### config.mk
export PLATFORM = sky130hd
export DESIGN_NAME = lsu_mem_port
export DESIGN_NICKNAME = d
export VERILOG_FILES = /design/src/rtl/lsu_mem_port.sv
export SDC_FILE = /design/constraint.sdc
export NUM_CORES = 1
export LEC_CHECK = 0
export CAP_MARGIN = 15
export CELL_PAD_IN_SITES_DETAIL_PLACEMENT = 2
export CELL_PAD_IN_SITES_GLOBAL_PLACEMENT = 2
export CORE_UTILIZATION = 23
export CTS_CLUSTER_SIZE = 12
export DETAILED_ROUTE_END_ITERATION = 12
export HOLD_SLACK_MARGIN = 0.03
export PLACE_DENSITY_LB_ADDON = 0.1
export SETUP_SLACK_MARGIN = 0.02
export SLEW_MARGIN = 30
export SYNTH_ARGS = -nofsm -noshare
export SYNTH_HDL_FRONTEND = slang
export SYNTH_SLANG_ARGS = --single-unit
export TNS_END_PERCENT = 20
### constraint.sdc
create_clock -name clk -period 3.59 [get_ports clk]
set_input_delay 0.5385 -clock clk [delete_from_list [all_inputs] [get_ports clk]]
set_output_delay 0.5385 -clock clk [all_outputs]
set_load 0.01 [all_outputs]
### src/rtl/lsu_mem_port.sv
// RV32I load/store unit: one access at a time against a word-indexed data memory.
// Faulting requests are answered directly without touching memory.
module lsu_mem_port #(
  parameter int B_WIDTH = 32
) (
  input  logic               clk,
  input  logic               rst,
  input  logic               req_valid,
  output logic               req_ready,
  input  logic               req_is_store,
  input  logic [2:0]         req_funct3,
  input  logic [B_WIDTH-1:0] req_addr,
  input  logic [B_WIDTH-1:0] req_wdata,
  output logic               resp_valid,
  output logic [B_WIDTH-1:0] resp_rdata,
  output logic               resp_misaligned,
  output logic               resp_illegal,
  output logic [B_WIDTH-1:0] mem_addr,
  output logic               mem_read_en,
  output logic               mem_write_en,
  output logic [3:0]         write_byte_en,
  output logic [B_WIDTH-1:0] mem_wdata,
  input  logic [B_WIDTH-1:0] mem_rdata
);

  typedef enum logic [2:0] {IDLE, MEM_RD, MEM_WAIT, MEM_WR, RESP} state_t;

  state_t             r_state, w_next;
  logic               w_accept, w_illegal, w_misaligned, w_fault;
  logic [3:0]         w_be;
  logic [B_WIDTH-1:0] w_lanes, w_shifted, w_load;
  logic [1:0]         r_off;
  logic [2:0]         r_funct3;

  assign w_accept     = req_valid && req_ready;
  assign w_illegal    = (req_funct3 == 3'b011) ||
                        (req_funct3[2] && (req_funct3[1] || req_is_store));
  assign w_misaligned = ((req_funct3[1:0] == 2'b01) && req_addr[0]) ||
                        ((req_funct3 == 3'b010) && (req_addr[1:0] != 2'b00));
  assign w_fault      = w_illegal || w_misaligned;

  always_comb begin
    w_be    = 4'b0000;
    w_lanes = req_wdata;
    case (req_funct3[1:0])
      2'b00: begin
        w_be    = 4'b0001 << req_addr[1:0];
        w_lanes = {4{req_wdata[7:0]}};
      end
      2'b01: begin
        w_be    = req_addr[1] ? 4'b1100 : 4'b0011;
        w_lanes = {2{req_wdata[15:0]}};
      end
      2'b10:   w_be = 4'b1111;
      default: w_be = 4'b0000;
    endcase
  end

  // W is always aligned here, so the shift is a no-op for it.
  assign w_shifted = mem_rdata >> {r_off, 3'b000};

  always_comb begin
    case (r_funct3)
      3'b000:  w_load = {{24{w_shifted[7]}}, w_shifted[7:0]};
      3'b001:  w_load = {{16{w_shifted[15]}}, w_shifted[15:0]};
      3'b100:  w_load = {24'd0, w_shifted[7:0]};
      3'b101:  w_load = {16'd0, w_shifted[15:0]};
      default: w_load = w_shifted;
    endcase
  end

  always_ff @(posedge clk or posedge rst) begin
    if (rst) r_state <= IDLE;
    else     r_state <= w_next;
  end

  always_comb begin
    w_next = r_state;
    case (r_state)
      IDLE: begin
        if (w_accept) begin
          if (w_fault)           w_next = RESP;
          else if (req_is_store) w_next = MEM_WR;
          else                   w_next = MEM_RD;
        end
      end
      MEM_RD:   w_next = MEM_WAIT;
      MEM_WAIT: w_next = RESP;
      MEM_WR:   w_next = RESP;
      RESP:     w_next = IDLE;
      default:  w_next = IDLE;
    endcase
  end

  // Outputs are decoded from the next state so every port comes straight off a flop.
  always_ff @(posedge clk or posedge rst) begin
    if (rst) begin
      req_ready       <= 1'b0;
      resp_valid      <= 1'b0;
      resp_rdata      <= '0;
      resp_misaligned <= 1'b0;
      resp_illegal    <= 1'b0;
      mem_addr        <= '0;
      mem_read_en     <= 1'b0;
      mem_write_en    <= 1'b0;
      write_byte_en   <= 4'b0000;
      mem_wdata       <= '0;
      r_off           <= 2'b00;
      r_funct3        <= 3'b000;
    end else begin
      req_ready     <= (w_next == IDLE);
      mem_read_en   <= (w_next == MEM_RD);
      mem_write_en  <= (w_next == MEM_WR);
      write_byte_en <= (w_next == MEM_WR) ? w_be : 4'b0000;
      resp_valid    <= (w_next == RESP);
      // Only a faulting accept jumps IDLE -> RESP, so the fault bits come from the live request.
      resp_misaligned <= (w_next == RESP) && (r_state == IDLE) && w_misaligned;
      resp_illegal    <= (w_next == RESP) && (r_state == IDLE) && w_illegal;
      resp_rdata      <= (r_state == MEM_WAIT) ? w_load : '0;
      if (w_accept) begin
        mem_addr  <= {2'b00, req_addr[B_WIDTH-1:2]};
        mem_wdata <= w_lanes;
        r_off     <= req_addr[1:0];
        r_funct3  <= req_funct3;
      end
    end
  end

endmodule

After elaboration in Yosys (flattened, before gate mapping):

Index checks and enable logic that the tools add are counted.

* bits in registers: 112
* input bits: 103
* output and inout port bits: 106
* logic and storage cells: 55

* equality and inequality tests: 13
* shifts and indexed selects: 2
* muxes and demuxes: 10
* reduce and logical (&&, ||, !) cells: 17

Operators with widths (number)
* $pmux W32 S4: 1
* $pmux W32 S2: 1
* $mux W32: 1
* $shr A32 B5 Y32: 1
* $eq A3 B2 Y1 const B: 5
* $pmux W4 S3: 1
* $eq A3 B1 Y1 const B: 3
* $eq A3 B3 Y1 const B: 3
* $logic_not A3 Y1: 3
* $pmux W3 S3: 1
* $mux W4: 2
* $logic_and A1 B1 Y1: 7
* $mux W3: 2
* $logic_or A1 B1 Y1: 4
* $shl A1 B2 Y4 const A: 1
* $eq A2 B1 Y1 const B: 1
* $eq A2 B2 Y1 const B: 1
* $logic_not A2 Y1: 1
* $mux W2: 1
* $reduce_bool A2 Y1: 1
* $reduce_or A2 Y1: 1

Longest topological paths before layout:

* word-level depth: 10
* mapped depth: 6
* mapped depth without buffers: 4

Worst setup path after synthesis:

OpenSTA, ideal clock, no wires.

* path type: input -> register
* from: input port req_addr[0]
* to: register write_byte_en[0]
* setup time: 0.077 ns
* arrival time: 1.681 ns
* setup slack: 1.831 ns
* stages: 5
* buffers on the path: 1
* cell sequence: buf_6 -> a221o_2 -> o41a_4 -> or3b_4 -> a21oi_1

* word-level cells in the longest chain between the ends: 9

Ends and longest elaborated chain
* start: declaration: line 12 `input logic [B_WIDTH-1:0] req_addr,`
* $reduce_bool A2 Y1: line 39 `((req_funct3 == 3'b010) && (req_addr[1:0] != 2'b00));`
* $logic_and A1 B1 Y1: line 39
* $logic_or A1 B1 Y1: line 38 `assign w_misaligned = ((req_funct3[1:0] == 2'b01) && req_addr[0]) ||`
* $logic_or A1 B1 Y1: line 40 `assign w_fault = w_illegal || w_misaligned;`
* $mux W3: line 82 `if (w_fault) w_next = RESP;`
* $mux W3: line 81 `if (w_accept) begin`
* $pmux W3 S3: line 79 `case (r_state)`
* $eq A3 B2 Y1: line 114 `write_byte_en <= (w_next == MEM_WR) ? w_be : 4'b0000;`
* $mux W4 (*): line 114
* end signal: assignment: line 114
* end: declaration: line 21 `output logic [3:0] write_byte_en,`

Mark *: on every way between the ends. The rest lies on a longest branch, timed or not.
A chain may end at the register's enable or synchronous reset.

Worst setup path in the final report:

* from: input port req_funct3[1]
* to: register write_byte_en[0]

* word-level cells in the longest chain between the ends: 9

Ends and longest elaborated chain
* start: declaration: line 11 `input logic [2:0] req_funct3,`
* $eq A3 B2 Y1, or another cell as far along: line 39
* $logic_and A1 B1 Y1, on equally long branches: line 39, 37, 38
* $logic_or A1 B1 Y1, on equally long branches: line 38, 36
* $logic_or A1 B1 Y1: line 40
* $mux W3: line 82
* $mux W3: line 81
* $pmux W3 S3: line 79
* $eq A3 B2 Y1: line 114
* $mux W4 (*): line 114

Marked as above.

==> reports/results.txt <==
Seq pwr share: 37.5%
final weighted congestion in routability-driven placement: 0.711
type of the worst min-delay path: reg2reg
type of the setup path with the least slack: in2reg
length in cells of the worst reg-to-reg path: 4
TritonCTS Sinks: 112
root buffer selected by CTS: clkbuf_16
average cell area after synthesis: 11.8 sq um
Crit Reg-Reg Startpoint: r_off[0]
r2r endpoint: resp_rdata[15]
average detailed-routed wire length per instance: 18.8 um
Core Region: 20500 sq um
total via count in the routed design: 3972
unrepaired setup endpoints after global routing: false
number of setup violations in the final report: 0
worst-case register-to-register setup slack: 1.46 ns
clock latency at the later pin of the worst-skew pair: 0.35 ns
global route overflow: 0
number of hold-repair buffers added at the cts stage: 0
number of standard cells after synthesis: 413
overall fraction of global-route tracks in use: 15.7%
floorplan die area: 21800 sq um
H-tree depth: 3
Fin Hold WS: 0.477 ns
Post-DP HPWL: 12400 um
final critical-path setup slack: 1.36 ns
wire length after detailed routing: 16600 um
maximum number of pins on one net before global-route repair: 60
distinct cell type count of the synthesized netlist: 36
Switching Power: 1.69 mW
clock-pin slew of the registers on the worst-case setup and hold paths: 0.08 ns
actual transition at the worst max-transition pin: 0.849 ns
portion of total power attributed to the clock network: 21.1%
DR DRC count: 0
register bit count reported by yosys: 112
Place WS: 0.984 ns
CP max FO: 15
combined area of all synthesized cells: 4880 sq um
placed insts: 870
clock tree from TritonCTS: done
final number of max-transition violations: 0
width of the chip: 148 um
maximum clock skew at final layout: 0.0127 ns
critical hold path startpoint: mem_wdata[11]
vias in the first global route: 4545
end point of the worst hold path: mem_wdata[11]
largest buffer count on any clock path: 2
Startpoint Class: primary input
total power divided by cell area: 679 nW/um^2
Internal Power: 3.41 mW
number of optimization iterations in the first detailed-route pass: 4
capturing element type of the critical path: flip-flop
initial core utilization: 23.8%
post-CTS setup buffers: 0
sum of negative setup slack: 0 ns
max-cap violations: 0
combinational group share of total power: 41.3%
net total in the final layout: 714
Hold Vio Cnt, Final: 0
number of vias per cell: 4.48
remaining number of nets flagged by the antenna check after routing: 0
commonest non-fill, non-tap cells in the layout: clkdlybuf4s50_1, dfrtp_1, o21ai_0
antenna violations before repair: 0
Resized cells post-CTS: 0
area of placed instances: 7210 sq um
worst-case headroom to the max-slew limit: 43.3%
Port Buffer Count: 206
Inserted Clock Buffers: 9
worst endpoint data arrival time: 2.49 ns
required time of the critical path: 3.85 ns
Final period util: 62.0%
area grow syn2layout: 54.1%
Hold Path Depth: 2
Max Freq: 449 MHz
first-pass GRT wire length: 26200 um
Non-Filler Instances: 886
number of diodes added for antenna fixing: 0
result of the run: complete, no violations
switching share of power: 33.2%
portion of the post-synthesis area used by sequential elements: 57.4%
maximum resistive drop on vdd: 0.241 mV
chip height: 148 um
leakage power figure: 3.16 nW
final std cell area, no fill: 7520 sq um
final critical-path required period: 2.23 ns
top-level I/O count: 209
violation count after the first detailed-routing iteration: 120
row count: 52
core utilization of the finished layout: 36.7%
overall power consumption: 5.11 mW
most common cell after layout, fill and taps aside: clkdlybuf4s50_1
Synth warnings: 0
layout cell share with drive strength beyond 1: 12.7%
[cell usage after synthesis (all sizes together)]
master / number / area share [%]
nor3: 5 / 0.51
clkbuf: 12 / 1.1
nor3b: 1 / 0.38
o21ai: 44 / 4.5
nand2b: 2 / 0.26
a41oi: 1 / 0.18
buf: 17 / 2.1
inv: 3 / 0.23
nand3b: 1 / 0.15
mux4: 1 / 0.46
a31oi: 1 / 0.13
o41a: 1 / 0.44
or3b: 3 / 0.64
a21oi: 13 / 1.3
nor2: 33 / 2.6
a211oi: 23 / 3.5
a21o: 2 / 0.31
conb: 1 / 0.077
or2b: 1 / 0.15
mux2i: 42 / 8.6
o211ai: 2 / 0.41
dfrtp: 112 / 57
or4: 1 / 0.23
o41ai: 1 / 0.18
nand2: 37 / 2.8
a221o: 1 / 0.23
nor2b: 10 / 1.3
mux2: 42 / 9.7
[critical path, stage by stage]
cell,delay (ns)
clkdlybuf4s50_1,0.74
a221o_2,0.47
o41a_4,0.13
or3b_4,0.44
a21oi_1,0.17
[layout make-up]
| cell class | instances | area [sq um] |
|---|---|---|
| clock buffer | 11 | 253 |
| sequential | 112 | 2800 |
| tap | 270 | 338 |
| clock inverter | 5 | 61.3 |
| timing repair buffer | 215 | 2130 |
| multi-input combinational | 270 | 1920 |
| inverter | 3 | 13.8 |
| fill | 2171 | 13000 |
[logic make-up (layout without fill, tap and decap cells)]
logic type,after synthesis,after routing,synth area share (%)
DFF,112,112,57.4
and+or+nand+nor,94,94,9.05
AOI/OAI and AO/OA,89,89,11.3
muxes,85,85,18.8
buffers and inverters,32,234,3.43
other,1,2,0.0768
[routing by layer]
layer  routed length (um)  track usage (%)
met2                 8100             26.3
met1                 7260             20.2
met5                    0                0
met4                  174             4.28
met3                 1090             3.80
[worst max path at each step]
| stage | startpoint | endpoint | slack [ns] | cells past startpoint |
|---|---|---|---|---|
| final | req_funct3[1] | write_byte_en[0] | 1.36 | 5 |
| after global routing | req_funct3[1] | write_byte_en[0] | 1.28 | 5 |
| after CTS | req_funct3[1] | write_byte_en[0] | 1.37 | 5 |
| after detailed placement | req_funct3[1] | write_byte_en[0] | 0.98 | 5 |
| after global placement | req_funct3[1] | write_byte_en[2] | 1.12 | 5 |
| after floorplan | rst | mem_addr[0] | 0.09 | 1 |
[sequential cells by signal, indices dropped and copies added (netlist names)]
register / count
resp_illegal: 1
mem_write_en: 1
resp_rdata: 32
req_ready: 1
mem_addr: 30
r_funct3: 3
resp_misaligned: 1
r_off: 2
resp_valid: 1
mem_read_en: 1
write_byte_en: 4
r_state: 3
mem_wdata: 32
[power by group through the flow]
stage	registers, mW	logic (mW)	clock network (mW)
6_report	1.92	2.11	1.08
5_1_grt	1.98	2.28	1.16
4_1_cts	1.93	2.15	1.13
3_5_place_dp	1.95	2.14	0
3_3_place_gp	1.93	2.10	0
2_1_floorplan	2.08	0.826	0
No activity file was read; power rests on OpenSTA's default activity.
